<file path="src/rtl/cpu_sequencer_if.sv">
// ---------------------------------------------------------------------------
// cpu_sequencer_if
//   Memory handshake bundle between the instruction sequencer and the
//   instruction/data memory ports.
//
//   Handshake: imem_req / dmem_req act as "valid" and mem_ready as "ready".
//   A request stays asserted, unchanged, on every cycle until the cycle
//   in which mem_ready is high. That cycle completes the transfer. There is
//   at most one outstanding request (instruction or data) at any time, so a
//   single mem_ready serves both ports. dmem_we qualifies dmem_req: 1 =
//   write, 0 = read. It is only meaningful while dmem_req is high.
//
//   Signals:
//     imem_req   sequencer -> memory  instruction fetch request
//     dmem_req   sequencer -> memory  data request
//     dmem_we    sequencer -> memory  data request is a write
//     mem_ready  memory -> sequencer  acknowledge for the current request
//
//   Modports:
//     master  the sequencer side
//     slave   the memory side
// ---------------------------------------------------------------------------
interface cpu_sequencer_if;
  logic imem_req;
  logic dmem_req;
  logic dmem_we;
  logic mem_ready;

  modport master (
    output imem_req,
    output dmem_req,
    output dmem_we,
    input  mem_ready
  );

  modport slave (
    input  imem_req,
    input  dmem_req,
    input  dmem_we,
    output mem_ready
  );
endinterface

</file>
<file path="src/rtl/cpu_sequencer.sv">
// ---------------------------------------------------------------------------
// cpu_sequencer
//   Multi-cycle sequencer for the 4-bit-opcode CPU. Each instruction steps
//   through FETCH / DECODE / EXEC / MEM / WB using the control bits from the
//   combinational decoder. The sequencer drives the IR load, the PC update,
//   the memory request handshakes and the register-file write strobe. A
//   memory request left unacknowledged for MEM_TIMEOUT cycles sends the
//   sequencer to a sticky FAULT state.
//
// Parameters:
//   MEM_TIMEOUT  max cycles a memory request may wait for mem_ready (>=1)
//   CNT_W        width of the wait counter and the retired-instruction counter
//
// Build option:
//   PERF_CNT_EN  When this macro is defined, retired_count counts retired
//                instructions, wraps at 2^CNT_W, and is cleared only by rst.
//                When it is undefined, retired_count is tied to 0.
//
// Ports:
//   clk, rst        clock (rising edge); synchronous active-high reset
//   start           leave IDLE, or resume from HALT
//   reg_write, mem_read, mem_write, ldpc, halt_in
//                   decoded control bits for the instruction in IR
//   mem             memory handshake (cpu_sequencer_if.master)
//   ir_load         capture instruction register (fetch acknowledged)
//   rf_we           register-file write strobe
//   pc_inc, pc_load PC <= PC+1 / PC <= target; exactly one on retire
//   state           current state encoding (debug / checker visibility)
//   halted, fault   in HALT / in FAULT (sticky until rst)
//   retired_count   instructions retired
//
// State encoding: IDLE=0 FETCH=1 DECODE=2 EXEC=3 MEM=4 WB=5 HALT=6 FAULT=7
// ---------------------------------------------------------------------------
module cpu_sequencer #(
  parameter int MEM_TIMEOUT = 16,
  parameter int CNT_W       = 16
) (
  input  logic             clk,
  input  logic             rst,
  input  logic             start,
  input  logic             reg_write,
  input  logic             mem_read,
  input  logic             mem_write,
  input  logic             ldpc,
  input  logic             halt_in,
  cpu_sequencer_if.master  mem,
  output logic             ir_load,
  output logic             rf_we,
  output logic             pc_inc,
  output logic             pc_load,
  output logic [2:0]       state,
  output logic             halted,
  output logic             fault,
  output logic [CNT_W-1:0] retired_count
);

  typedef enum logic [2:0] {
    S_IDLE   = 3'd0,
    S_FETCH  = 3'd1,
    S_DECODE = 3'd2,
    S_EXEC   = 3'd3,
    S_MEM    = 3'd4,
    S_WB     = 3'd5,
    S_HALT   = 3'd6,
    S_FAULT  = 3'd7
  } state_t;

  state_t state_q;
  state_t state_d;

  // Control bits captured from the decoder. reg_write, mem_read and
  // mem_write are captured in DECODE. ldpc is captured in EXEC, because the
  // decoder qualifies it with the zero flag only once the operands are
  // settled. Later phases use only the captured copies.
  logic rw_q;
  logic mr_q;
  logic mw_q;
  logic ldpc_q;

  logic [CNT_W-1:0] wait_cnt;
  logic             timeout_hit;

  logic imem_req_c;
  logic dmem_req_c;
  logic dmem_we_c;
  logic ir_load_c;
  logic rf_we_c;
  logic pc_inc_c;
  logic pc_load_c;
  logic halted_c;
  logic fault_c;

  // This is the last allowed wait cycle with no acknowledge.
  // If mem_ready arrives in that same cycle, the acknowledge wins.
  assign timeout_hit = !mem.mem_ready &&
                       (wait_cnt == CNT_W'(MEM_TIMEOUT - 1));

  // -------------------------------------------------------------------------
  // State register and captured control bits
  // -------------------------------------------------------------------------
  always_ff @(posedge clk) begin
    if (rst) begin
      state_q <= S_IDLE;
      rw_q    <= 1'b0;
      mr_q    <= 1'b0;
      mw_q    <= 1'b0;
      ldpc_q  <= 1'b0;
    end else begin
      state_q <= state_d;
      if (state_q == S_DECODE) begin
        rw_q <= reg_write;
        mr_q <= mem_read;
        mw_q <= mem_write;
      end
      if (state_q == S_EXEC) begin
        ldpc_q <= ldpc;
      end
    end
  end

  // -------------------------------------------------------------------------
  // Wait counter. It clears on any state change, which covers every entry
  // into FETCH or MEM. It counts un-acknowledged FETCH/MEM cycles.
  // -------------------------------------------------------------------------
  always_ff @(posedge clk) begin
    if (rst) begin
      wait_cnt <= '0;
    end else if (state_d != state_q) begin
      wait_cnt <= '0;
    end else if ((state_q == S_FETCH || state_q == S_MEM) && !mem.mem_ready) begin
      wait_cnt <= wait_cnt + 1'b1;
    end
  end

  // -------------------------------------------------------------------------
  // Next-state logic
  // -------------------------------------------------------------------------
  always_comb begin
    state_d = state_q;
    case (state_q)
      S_IDLE: begin
        if (start) state_d = S_FETCH;
      end
      S_FETCH: begin
        if (mem.mem_ready)    state_d = S_DECODE;
        else if (timeout_hit) state_d = S_FAULT;
      end
      S_DECODE: begin
        state_d = halt_in ? S_HALT : S_EXEC;
      end
      S_EXEC: begin
        if (mr_q || mw_q) state_d = S_MEM;
        else if (rw_q)    state_d = S_WB;
        else              state_d = S_FETCH;
      end
      S_MEM: begin
        // A load, or a store that also writes a register, still needs WB.
        if (mem.mem_ready)    state_d = (mr_q || rw_q) ? S_WB : S_FETCH;
        else if (timeout_hit) state_d = S_FAULT;
      end
      S_WB: begin
        state_d = S_FETCH;
      end
      S_HALT: begin
        // The PC already moved past the HALT instruction, so resume
        // simply fetches the next instruction.
        if (start) state_d = S_FETCH;
      end
      S_FAULT: begin
        state_d = S_FAULT;
      end
      default: begin
        state_d = S_IDLE;
      end
    endcase
  end

  // -------------------------------------------------------------------------
  // Output logic. The retire cycle is the last cycle of an instruction. It
  // raises exactly one PC strobe. In EXEC the decoder's live ldpc is used,
  // because ldpc_q has not been captured yet. In later phases the captured
  // copy is used.
  // -------------------------------------------------------------------------
  always_comb begin
    imem_req_c = 1'b0;
    dmem_req_c = 1'b0;
    dmem_we_c  = 1'b0;
    ir_load_c  = 1'b0;
    rf_we_c    = 1'b0;
    pc_inc_c   = 1'b0;
    pc_load_c  = 1'b0;
    halted_c   = 1'b0;
    fault_c    = 1'b0;
    case (state_q)
      S_FETCH: begin
        imem_req_c = 1'b1;
        ir_load_c  = mem.mem_ready;
      end
      S_DECODE: begin
        pc_inc_c = halt_in;
      end
      S_EXEC: begin
        if (!mr_q && !mw_q && !rw_q) begin
          pc_load_c = ldpc;
          pc_inc_c  = !ldpc;
        end
      end
      S_MEM: begin
        dmem_req_c = 1'b1;
        dmem_we_c  = mw_q;
        if (mem.mem_ready && !mr_q && !rw_q) begin
          pc_load_c = ldpc_q;
          pc_inc_c  = !ldpc_q;
        end
      end
      S_WB: begin
        rf_we_c   = 1'b1;
        pc_load_c = ldpc_q;
        pc_inc_c  = !ldpc_q;
      end
      S_HALT: begin
        halted_c = 1'b1;
      end
      S_FAULT: begin
        fault_c = 1'b1;
      end
      default: begin
      end
    endcase
  end

  assign mem.imem_req = imem_req_c;
  assign mem.dmem_req = dmem_req_c;
  assign mem.dmem_we  = dmem_we_c;
  assign ir_load      = ir_load_c;
  assign rf_we        = rf_we_c;
  assign pc_inc       = pc_inc_c;
  assign pc_load      = pc_load_c;
  assign halted       = halted_c;
  assign fault        = fault_c;
  assign state        = state_q;

  // -------------------------------------------------------------------------
  // Retired-instruction counter
  // -------------------------------------------------------------------------
`ifdef PERF_CNT_EN
  logic             retire;
  logic [CNT_W-1:0] retired_q;

  assign retire = pc_inc_c | pc_load_c;

  always_ff @(posedge clk) begin
    if (rst) begin
      retired_q <= '0;
    end else if (retire) begin
      retired_q <= retired_q + 1'b1;
    end
  end

  assign retired_count = retired_q;
`else
  assign retired_count = '0;
`endif

endmodule
</file>
<file path="src/flat_wrapper.sv">
// flat-port wrapper written by rule: the top's interface ports become plain ports
module cpu_sequencer_flat 
#(
  parameter int MEM_TIMEOUT = 16,
  parameter int CNT_W       = 16
)
  (clk, rst, start, reg_write, mem_read, mem_write, ldpc, halt_in, ir_load, rf_we, pc_inc, pc_load, state, halted, fault, retired_count, mem_imem_req, mem_dmem_req, mem_dmem_we, mem_mem_ready);
  cpu_sequencer_if mem_i ();
  input  logic clk;
  input  logic rst;
  input  logic start;
  input  logic reg_write;
  input  logic mem_read;
  input  logic mem_write;
  input  logic ldpc;
  input  logic halt_in;
  output logic ir_load;
  output logic rf_we;
  output logic pc_inc;
  output logic pc_load;
  output logic [2:0] state;
  output logic halted;
  output logic fault;
  output logic [CNT_W-1:0] retired_count;
  output wire logic [$bits(mem_i.imem_req)-1:0] mem_imem_req;
  output wire logic [$bits(mem_i.dmem_req)-1:0] mem_dmem_req;
  output wire logic [$bits(mem_i.dmem_we)-1:0] mem_dmem_we;
  input wire logic [$bits(mem_i.mem_ready)-1:0] mem_mem_ready;
  assign mem_imem_req = mem_i.imem_req;
  assign mem_dmem_req = mem_i.dmem_req;
  assign mem_dmem_we = mem_i.dmem_we;
  assign mem_i.mem_ready = mem_mem_ready;
  cpu_sequencer #(.MEM_TIMEOUT(MEM_TIMEOUT), .CNT_W(CNT_W)) u_core (.clk(clk), .rst(rst), .start(start), .reg_write(reg_write), .mem_read(mem_read), .mem_write(mem_write), .ldpc(ldpc), .halt_in(halt_in), .mem(mem_i), .ir_load(ir_load), .rf_we(rf_we), .pc_inc(pc_inc), .pc_load(pc_load), .state(state), .halted(halted), .fault(fault), .retired_count(retired_count));
endmodule
</file>
<file path="config.mk">
export PLATFORM = sky130hd
export DESIGN_NAME = cpu_sequencer_flat
export DESIGN_NICKNAME = d
export VERILOG_FILES = /design/src/rtl/cpu_sequencer_if.sv /design/src/rtl/cpu_sequencer.sv /design/src/flat_wrapper.sv
export SDC_FILE = /design/constraint.sdc
export NUM_CORES = 1
export LEC_CHECK = 0
export ABC_CLOCK_PERIOD_IN_PS = 1860
export CAP_MARGIN = 40
export CORE_MARGIN = 2
export CORE_UTILIZATION = 31
export DETAILED_ROUTE_END_ITERATION = 7
export SETUP_SLACK_MARGIN = 0.1
export SKIP_CTS_REPAIR_TIMING = 1
export SYNTH_ARGS = -nofsm -noshare
export SYNTH_HDL_FRONTEND = slang
export SYNTH_SLANG_ARGS = --single-unit
</file>
<file path="constraint.sdc">
create_clock -name clk -period 1.86 [get_ports clk]
set_clock_uncertainty 0.15 [all_clocks]
set_input_delay 0.186 -clock clk [delete_from_list [all_inputs] [get_ports clk]]
set_output_delay 0.186 -clock clk [all_outputs]
set_load 0.05 [all_outputs]
</file>
* Word level (Yosys, flattened, before mapping) *
Cells that the tools add are included.
W data, S select, Z words.

word-level totals
  flip-flop bits (word level) = 23
  input bits = 9
  output and inout bits = 28
  logic and storage cells = 56

operators by class
  $add $sub $neg = 1
  equality and inequality tests = 9
  muxes and demuxes = 22
  reduce and logical (&&, ||, !) cells = 18

operators by type and width
  operator                 number
  $mux W3                  8
  $pmux W3 S7              1
  $add A16 B1 Y16 const B  1
  $eq A16 B4 Y1 const B    1
  $eq A3 B3 Y1 const B     4
  $mux W1                  11
  $eq A3 B2 Y1 const B     2
  $logic_and A1 B1 Y1      6
  $logic_not A1 Y1         6
  $pmux W1 S4              1
  $reduce_or A2 Y1         2
  $eq A3 B1 Y1 const B     1
  $logic_not A3 Y1         1
  $logic_or A1 B1 Y1       3
  $ne A3 B3 Y1             1
  $pmux W1 S3              1

* Logic depth before layout (Yosys ltp) *
Gate-level depths: netlist (run 1).

  word-level depth = 7
  mapped depth = 7
  gate-level depth less buffers = 6

* Worst setup path before layout (run 1) *
OpenSTA, ideal clock, no wires.

  path type = flip-flop to flip-flop
  from = reg u_core.state_q[2], in the netlist u_core.state[2]
  to = reg u_core.wait_cnt[0]
  library setup time = 123 ps
  arrival time = 2978 ps
  data required time = 1587 ps
  setup slack = -1391 ps
  cell stages (with the launch flop) = 8
  buffers on the path = 2
  clock period less this slack = 3251 ps
  cells stage by stage = dfxtp_1 > buf_6 > inv_4 > nor3_1 > o21ai_0 > nand2_1 > buf_2 > nor3_2

between the ends
  longest elaborated chain between the ends = 5
  elaborated cells on any way between the ends = 18
  those cells by class = eq/ne: 8; mux: 5; reduce/logical: 5

RTL lines
  item                                                             line                  source
  start, declared                                                  cpu_sequencer.sv:68   state_t state_q;
  start signal, assigned                                           cpu_sequencer.sv:109  state_q <= state_d;
  $eq A3 B3 Y1, or another cell as far along                       cpu_sequencer.sv:140  case (state_q)
  $reduce_or A2 Y1 (no source line), or another cell as far along  n/a
  $pmux W3 S7                                                      cpu_sequencer.sv:140
  $ne A3 B3 Y1                                                     cpu_sequencer.sv:128  end else if (state_d != state_q) begin
  $reduce_or A2 Y1 (no source line)                                n/a
  end signal, assigned                                             cpu_sequencer.sv:131  wait_cnt <= wait_cnt + 1'b1;
  end, declared                                                    cpu_sequencer.sv:80   logic [CNT_W-1:0] wait_cnt;

Several ways; a longest one is shown, not always the timed one.
A chain may end at the register's enable or synchronous reset.

* Worst setup path after layout (run 1) *
  from = in mem_mem_ready
  to = reg u_core.wait_cnt[5]

between the ends
  longest elaborated chain between the ends = 7
  elaborated cells on any way between the ends = 9
  those cells by class = eq/ne: 1; mux: 4; reduce/logical: 4

RTL lines
  item                               line                                        source
  start, declared                    flat_wrapper.sv:28                          input wire logic [$bits(mem_i.mem_ready)-1:0] mem_mem_ready;
  $logic_not A1 Y1                   cpu_sequencer.sv:95, cpu_sequencer.sv:130
  $logic_and A1 B1 Y1                cpu_sequencer.sv:95                         assign timeout_hit = !mem.mem_ready &&
  $mux W3                            cpu_sequencer.sv:146, cpu_sequencer.sv:159
  $mux W3 (on tied branches)         cpu_sequencer.sv:158, cpu_sequencer.sv:145
  $pmux W3 S7                        cpu_sequencer.sv:140
  $ne A3 B3 Y1                       cpu_sequencer.sv:128
  $reduce_or A2 Y1 (no source line)  n/a

Several ways; a longest one is shown, not always the timed one.

==> impl_metrics.tcl, run 1 <==
set metrics [dict create \
    path_class "primary input to register" \
    r2r_slack_ns -0.06 \
    final_antenna_net_count 0 \
    n_fill_cell 439 \
    synth_area_leaders "dfxtp_1 (29%), buf_4 (7.7%), nor3_2 (6.4%)" \
    dieArea_um2 5630 \
    postSynthAreaPerCell_um2 8.45 \
    syn_inst 185 \
    max_freq_mhz 519 \
    die_w_um 75.0 \
    antenna_cells 0 \
    hold_viol 0 \
    clockRootBuffer "clkbuf_8" \
    gr-usage-all-layers_pct 14.5 \
    r2r_start "u_core.mr_q" \
    maxCapViolCount 0 \
    arrival_ns 1.93 \
    synth_edf_count 0 \
    grt_max_degree 17 \
    rows 25 \
    cp-end-kind "register" \
    critPathTopFamily "simple AND/OR/NAND/NOR gates" \
    dp.cells 312 \
    crit_start "mem_mem_ready" \
    drtIter0Drc 34 \
    yosysSeqAreaShare_pct 29.4 \
    antenna_found_initial 0 \
    worst-path-max-fanout 16 \
    layout_min_cycle_time_ns 1.93 \
    grt_pass1_wl_um 6400 \
    slew_violations 0 \
    fin_cells 321 \
    die_h_um 75.0 \
    core_um2 4790 \
    area_growth_pct 58.1 \
    hpwl_um 3060 \
    final_nets 265 \
    grt-ovfl-total 0 \
    routedWlPerCell_um 12.4 \
    insertion_delay_ns 0.26 \
    synth_area_um2 1560 \
    drc 0 \
    reg2reg_depth 6 \
    synth_top_cell_by_area "dfxtp_1" \
    start_util_pct 32.7 \
    rsz0062_at_grt "yes" \
    final-setup-viol-count 17 \
    holdCritPathClass "primary input to register" \
    numCtsBuffers 3 \
    io_pins 37 \
    gp_congestion 0.814 \
    worstHoldStart "reg_write" \
    status "finished with violations" \
    synth.most_common_cell "dfxtp_1" \
    h-tree-depth 1 \
    crit_end "u_core.wait_cnt[5]" \
    crit_chain "clkdlybuf4s50_1 > nor3b_2 > o41ai_2 > or3b_4 > a211oi_4 > buf_12 > nor3_1" \
    wl_um 3990 \
    clock-sinks 23 \
    viasPerCell 4.62 \
    synth_seq_cells 23 \
    ys_warn_count 0 \
    crit_slowest_cell "clkdlybuf4s50_1" \
    drtPass1Iterations 4 \
    cts_tree "yes" \
    synth_common_cells "dfxtp_1 (23), buf_4 (16), nor3_1 (16)" \
    path_clk_slew_ns 0.08 \
    cp_slowest_stage_delay_ns 0.48 \
    start_kind "primary input" \
    synthArstFlopShare_pct 0 \
    power.leakage_nw 0.971 \
    grt_pass1_vias 1405 \
    ir_drop_mv 0.411 \
    worst-endpoint-required_ns 1.86 \
    setup_slack_ns -0.0655 \
    io_buffers 20 \
    synth_top_area_share_pct 29.4 \
    yosys.cell_types.count 43 \
    finalCritPeriodShare_pct 104 \
    drive_gt1_share_pct 44.1 \
    cts.path.max_buffers 2 \
    violations "negative setup slack" \
    crit_buf_inv 2 \
    r2r_end "u_core.wait_cnt[5]" \
    power_density_nw_per_um2 829 \
    fin_hold_ws_ns 0.314 \
    cp.depth 7 \
    synth_ff_type "dfxtp_1" \
    vias 1482 \
]
## layer usage
metal  global-route usage (%)  share of wire (%)  vias up
li1                         -                  -      758
met1                     18.8                 47      684
met2                     26.0                 47       32
met3                     1.74                3.5        8
met4                     2.98                2.3        0
met5                        0                  0        -
## cells in the final DEF (no fill, tap or decap), types with 2 or more instances in the layout
cell              n
clkdlybuf4s50_1   8
nor3_2           13
nor4_4            2
nand2_1          10
conb_1           16
inv_1             6
o21ai_0           3
xnor2_1          11
nand2b_1          2
buf_4            51
xor2_1            7
nor3b_2           2
and3_1            5
nor2_1           10
a21oi_1           9
buf_6             3
o22ai_1           3
dfxtp_1          16
dfxtp_4           3
nor4bb_1          2
dfxtp_2           4
nand3_1           7
buf_12           11
nand4_1           4
clkbuf_8          3
nor3_1           12
## worst min-delay path by stage
| stage | to | slack (ns) | depth (start not counted) |
|---|---|---|---|
| 4_1_cts | u_core.mw_q | 0.31 | 3 |
| 6_report | u_core.rw_q | 0.31 | 3 |
| 5_1_grt | u_core.mw_q | 0.33 | 3 |
| 3_3_place_gp | u_core.rw_q | 0.35 | 2 |
| 2_1_floorplan | u_core.mr_q | 0.11 | 1 |
| 3_5_place_dp | u_core.rw_q | 0.35 | 2 |
## kinds of logic after synthesis
family	synth area share (%)
AOI/OAI and AO/OA	10.9
and+or+nand+nor	34.6
adders and majority gates	0.800
muxes	0.640
DFF	29.4
other	0.240
xor gates and xnor gates	10.1
buffers and inverters	13.4
## sequential cells by signal, indices dropped and copies added (netlist names)
name and flops:
u_core.ldpc_q 1, u_core.mr_q 1, u_core.mw_q 1, u_core.rw_q 1
u_core.state 3, u_core.wait_cnt 16
## power by group
| part | internal [mW] | leakage [nW] | switching, mW | total, mW |
|---|---|---|---|---|
| registers | 0.523 | 0.190 | 0.0587 | 0.581 |
| logic | 0.522 | 0.756 | 0.637 | 1.16 |
| clock network | 0.149 | 0.0255 | 0.159 | 0.309 |
| total | 1.19 | 0.971 | 0.855 | 2.05 |
## metrics by stage
stage / TNS, ns / setup slack [ns] / utilization [%] / area (µm²) / power (mW)
4_1_cts: -2.49 / -0.147 / 48.4 / 2320 / 2.00
6_report: -0.985 / -0.0655 / 51.7 / 2470 / 2.05
3_5_place_dp: -6.36 / -0.378 / 47.5 / 2270 / 1.69
5_1_grt: -2.22 / -0.139 / 51.7 / 2470 / 2.16
2_1_floorplan: -3.75 / -0.293 / - / 1700 / 1.31
3_3_place_gp: -5.97 / -0.359 / 47.5 / 2270 / 1.68
## worst min-delay path, delay by kind of cell
family / cells / cell delay, ns
simple gates: 1 / 0.05
compound gates: 1 / 0.05
buf+inv: 1 / 0.40
## cell type report
type                            instances  area [µm²]  area share [%]
Clock buffer                            3        41.3            1.67
Clock inverter                          1        5.00           0.202
Inverter                                7        31.3            1.27
Multi-Input combinational cell        146        1100            44.6
Sequential cell                        23         477            19.3
Tap cell                               67        83.8            3.39
Timing Repair Buffer                   74         732            29.6
No activity file was read; power rests on OpenSTA's default activity.
==> inputs of run 2 (changes only) <==
Settings changed: MAX_ROUTING_LAYER set to met4.
==> run 2 against run 1 <==
  * The run still ends with negative setup slack left
  * Maximum frequency about the same
  * Global-route usage grew 0.45 points
  * Sequential power hardly changed
  * Power hardly changed
  * First-iteration DRC count up 8.8%
  * Sequential share of layout area unchanged
  * Design area stayed put
  * Clock power is essentially flat
  * Via count stayed put
  * Register-to-register slack about the same
  * Hold slack stayed put
  * Largest cell class unchanged
  * Largest power group unchanged
==> impl_metrics.tcl, run 2 (synthesis gave the netlist of run 1 again) <==
set metrics [dict create \
    critPathTopFamily "simple AND/OR/NAND/NOR gates" \
    fin_hold_ws_ns 0.314 \
    r2r_start "u_core.mr_q" \
    dieArea_um2 5630 \
    dp.cells 312 \
    power.leakage_nw 0.971 \
    max_freq_mhz 519 \
    antenna_found_initial 0 \
    holdPathEnd "u_core.rw_q" \
    die_h_um 75.0 \
    crit_start "mem_mem_ready" \
    h-tree-depth 1 \
    arrival_ns 1.93 \
    insertion_delay_ns 0.26 \
    n_fill_cell 439 \
    path_clk_slew_ns 0.08 \
    start_util_pct 32.7 \
    grt_max_degree 17 \
    drtIter0Drc 37 \
    final_nets 265 \
    clock-sinks 23 \
    antenna_cells 0 \
    cts_tree "yes" \
    r2r_end "u_core.wait_cnt[5]" \
    fin_util_pct 51.7 \
    holdCritPathClass "primary input to register" \
    worstHoldPathCells 3 \
    status "finished with violations" \
    layout_min_cycle_time_ns 1.93 \
    drc 0 \
    crit_slowest_cell "clkdlybuf4s50_1" \
    routedWlPerCell_um 12.4 \
    violations "negative setup slack" \
    area_growth_pct 58.1 \
    gr-usage-all-layers_pct 15.0 \
    hold_viol 0 \
    drtPass1Iterations 4 \
    vias 1482 \
    numCtsBuffers 3 \
    cp_slowest_stage_delay_ns 0.48 \
    cts.path.max_buffers 2 \
    worstHoldStart "reg_write" \
    path_class "primary input to register" \
    final_common_cell "buf_4" \
    start_kind "primary input" \
    hpwl_um 3060 \
    cp-end-kind "register" \
    die_w_um 75.0 \
    worst-path-max-fanout 16 \
    power_density_nw_per_um2 829 \
    finalCritPeriodShare_pct 104 \
    final-setup-viol-count 17 \
    grt-ovfl-total 0 \
    mostFrequentLayoutCells "buf_4 (51), conb_1 (16), dfxtp_1 (16)" \
    viasPerCell 4.62 \
    top_register "u_core.wait_cnt" \
    design_area_um2 2470 \
    grt_pass1_vias 1405 \
    worst-endpoint-required_ns 1.86 \
    gp_congestion 0.826 \
    largest_reg_flops 16 \
    ir_drop_mv 0.411 \
    io_buffers 20 \
    crit_buf_inv 2 \
    core_um2 4790 \
    reg2reg_depth 6 \
    crit_chain "clkdlybuf4s50_1 > nor3b_2 > o41ai_2 > or3b_4 > a211oi_4 > buf_12 > nor3_1" \
    rsz0062_at_grt "yes" \
    slew_violations 0 \
    rows 25 \
    fin_cells 321 \
    r2r_slack_ns -0.06 \
    maxCapViolCount 0 \
    drive_gt1_share_pct 44.1 \
    io_pins 37 \
    setup_slack_ns -0.0655 \
    grt_pass1_wl_um 6390 \
    dpl_cell_area_um2 2270 \
    final_antenna_net_count 0 \
    wl_um 3990 \
    clockRootBuffer "clkbuf_8" \
]
run 2: cell counts in the layout (fill, tap and decap cells not counted):
No cell type changed its count.
run 2: report_power, final:
part | internal, mW | switching [mW] | total (mW)
clock network | 0.149 | 0.159 | 0.309
logic | 0.522 | 0.637 | 1.16
registers | 0.523 | 0.0587 | 0.581
run 2: how the worst max path moves through the flow:
stage / to / slack (ns) / cells after the start
floorplan: u_core.wait_cnt[2] / -0.29 / 6
global placement: u_core.wait_cnt[6] / -0.36 / 7
detailed placement: u_core.wait_cnt[5] / -0.38 / 7
CTS: pc_inc / -0.15 / 7
global route: u_core.wait_cnt[5] / -0.14 / 6
finish: u_core.wait_cnt[5] / -0.07 / 7
run 2: worst reg2reg max path, stage by stage, from the launching register on:
cell	delay, ns
dfxtp_1	0.37
nor3b_2	0.28
o41ai_2	0.09
or3b_4	0.41
a211oi_4	0.25
buf_12	0.20
nor3_1	0.06
run 2: per-stage QoR:
| step | setup TNS, ns | total power, mW | setup WS (ns) |
|---|---|---|---|
| global placement | -5.97 | 1.68 | -0.359 |
| detailed placement | -6.36 | 1.69 | -0.378 |
| CTS | -2.49 | 2.00 | -0.147 |
| finish | -0.986 | 2.05 | -0.0655 |
| floorplan | -3.75 | 1.31 | -0.293 |
| global route | -2.22 | 2.16 | -0.139 |
run 2: routing by layer:
layer	global-route usage, %	share of wire, %	up-vias	wire (µm)
li1	-	-	758	-
met4	2.98	2.3	0	92
met1	18.8	47	684	1870
met5	-	0	-	0
met3	1.74	3.5	8	140
met2	26.0	47	32	1890
run 2: area by class of cell:
class                   count  area [µm²]  share of cell area, %
multi-input cells         146        1100                   44.6
clock buffers               3        41.3                   1.67
flip-flops and latches     23         477                   19.3
repair buffers             74         732                   29.6
well taps                  67        83.8                   3.39
clock inverters             1        5.00                  0.202
inverters                   7        31.3                   1.27
==> inputs of run 3 (changes only) <==
Settings changed: HOLD_SLACK_MARGIN set to 0.15.
==> results of run 3 <==
Final layout, timing and power as in run 2 (identical DEF).
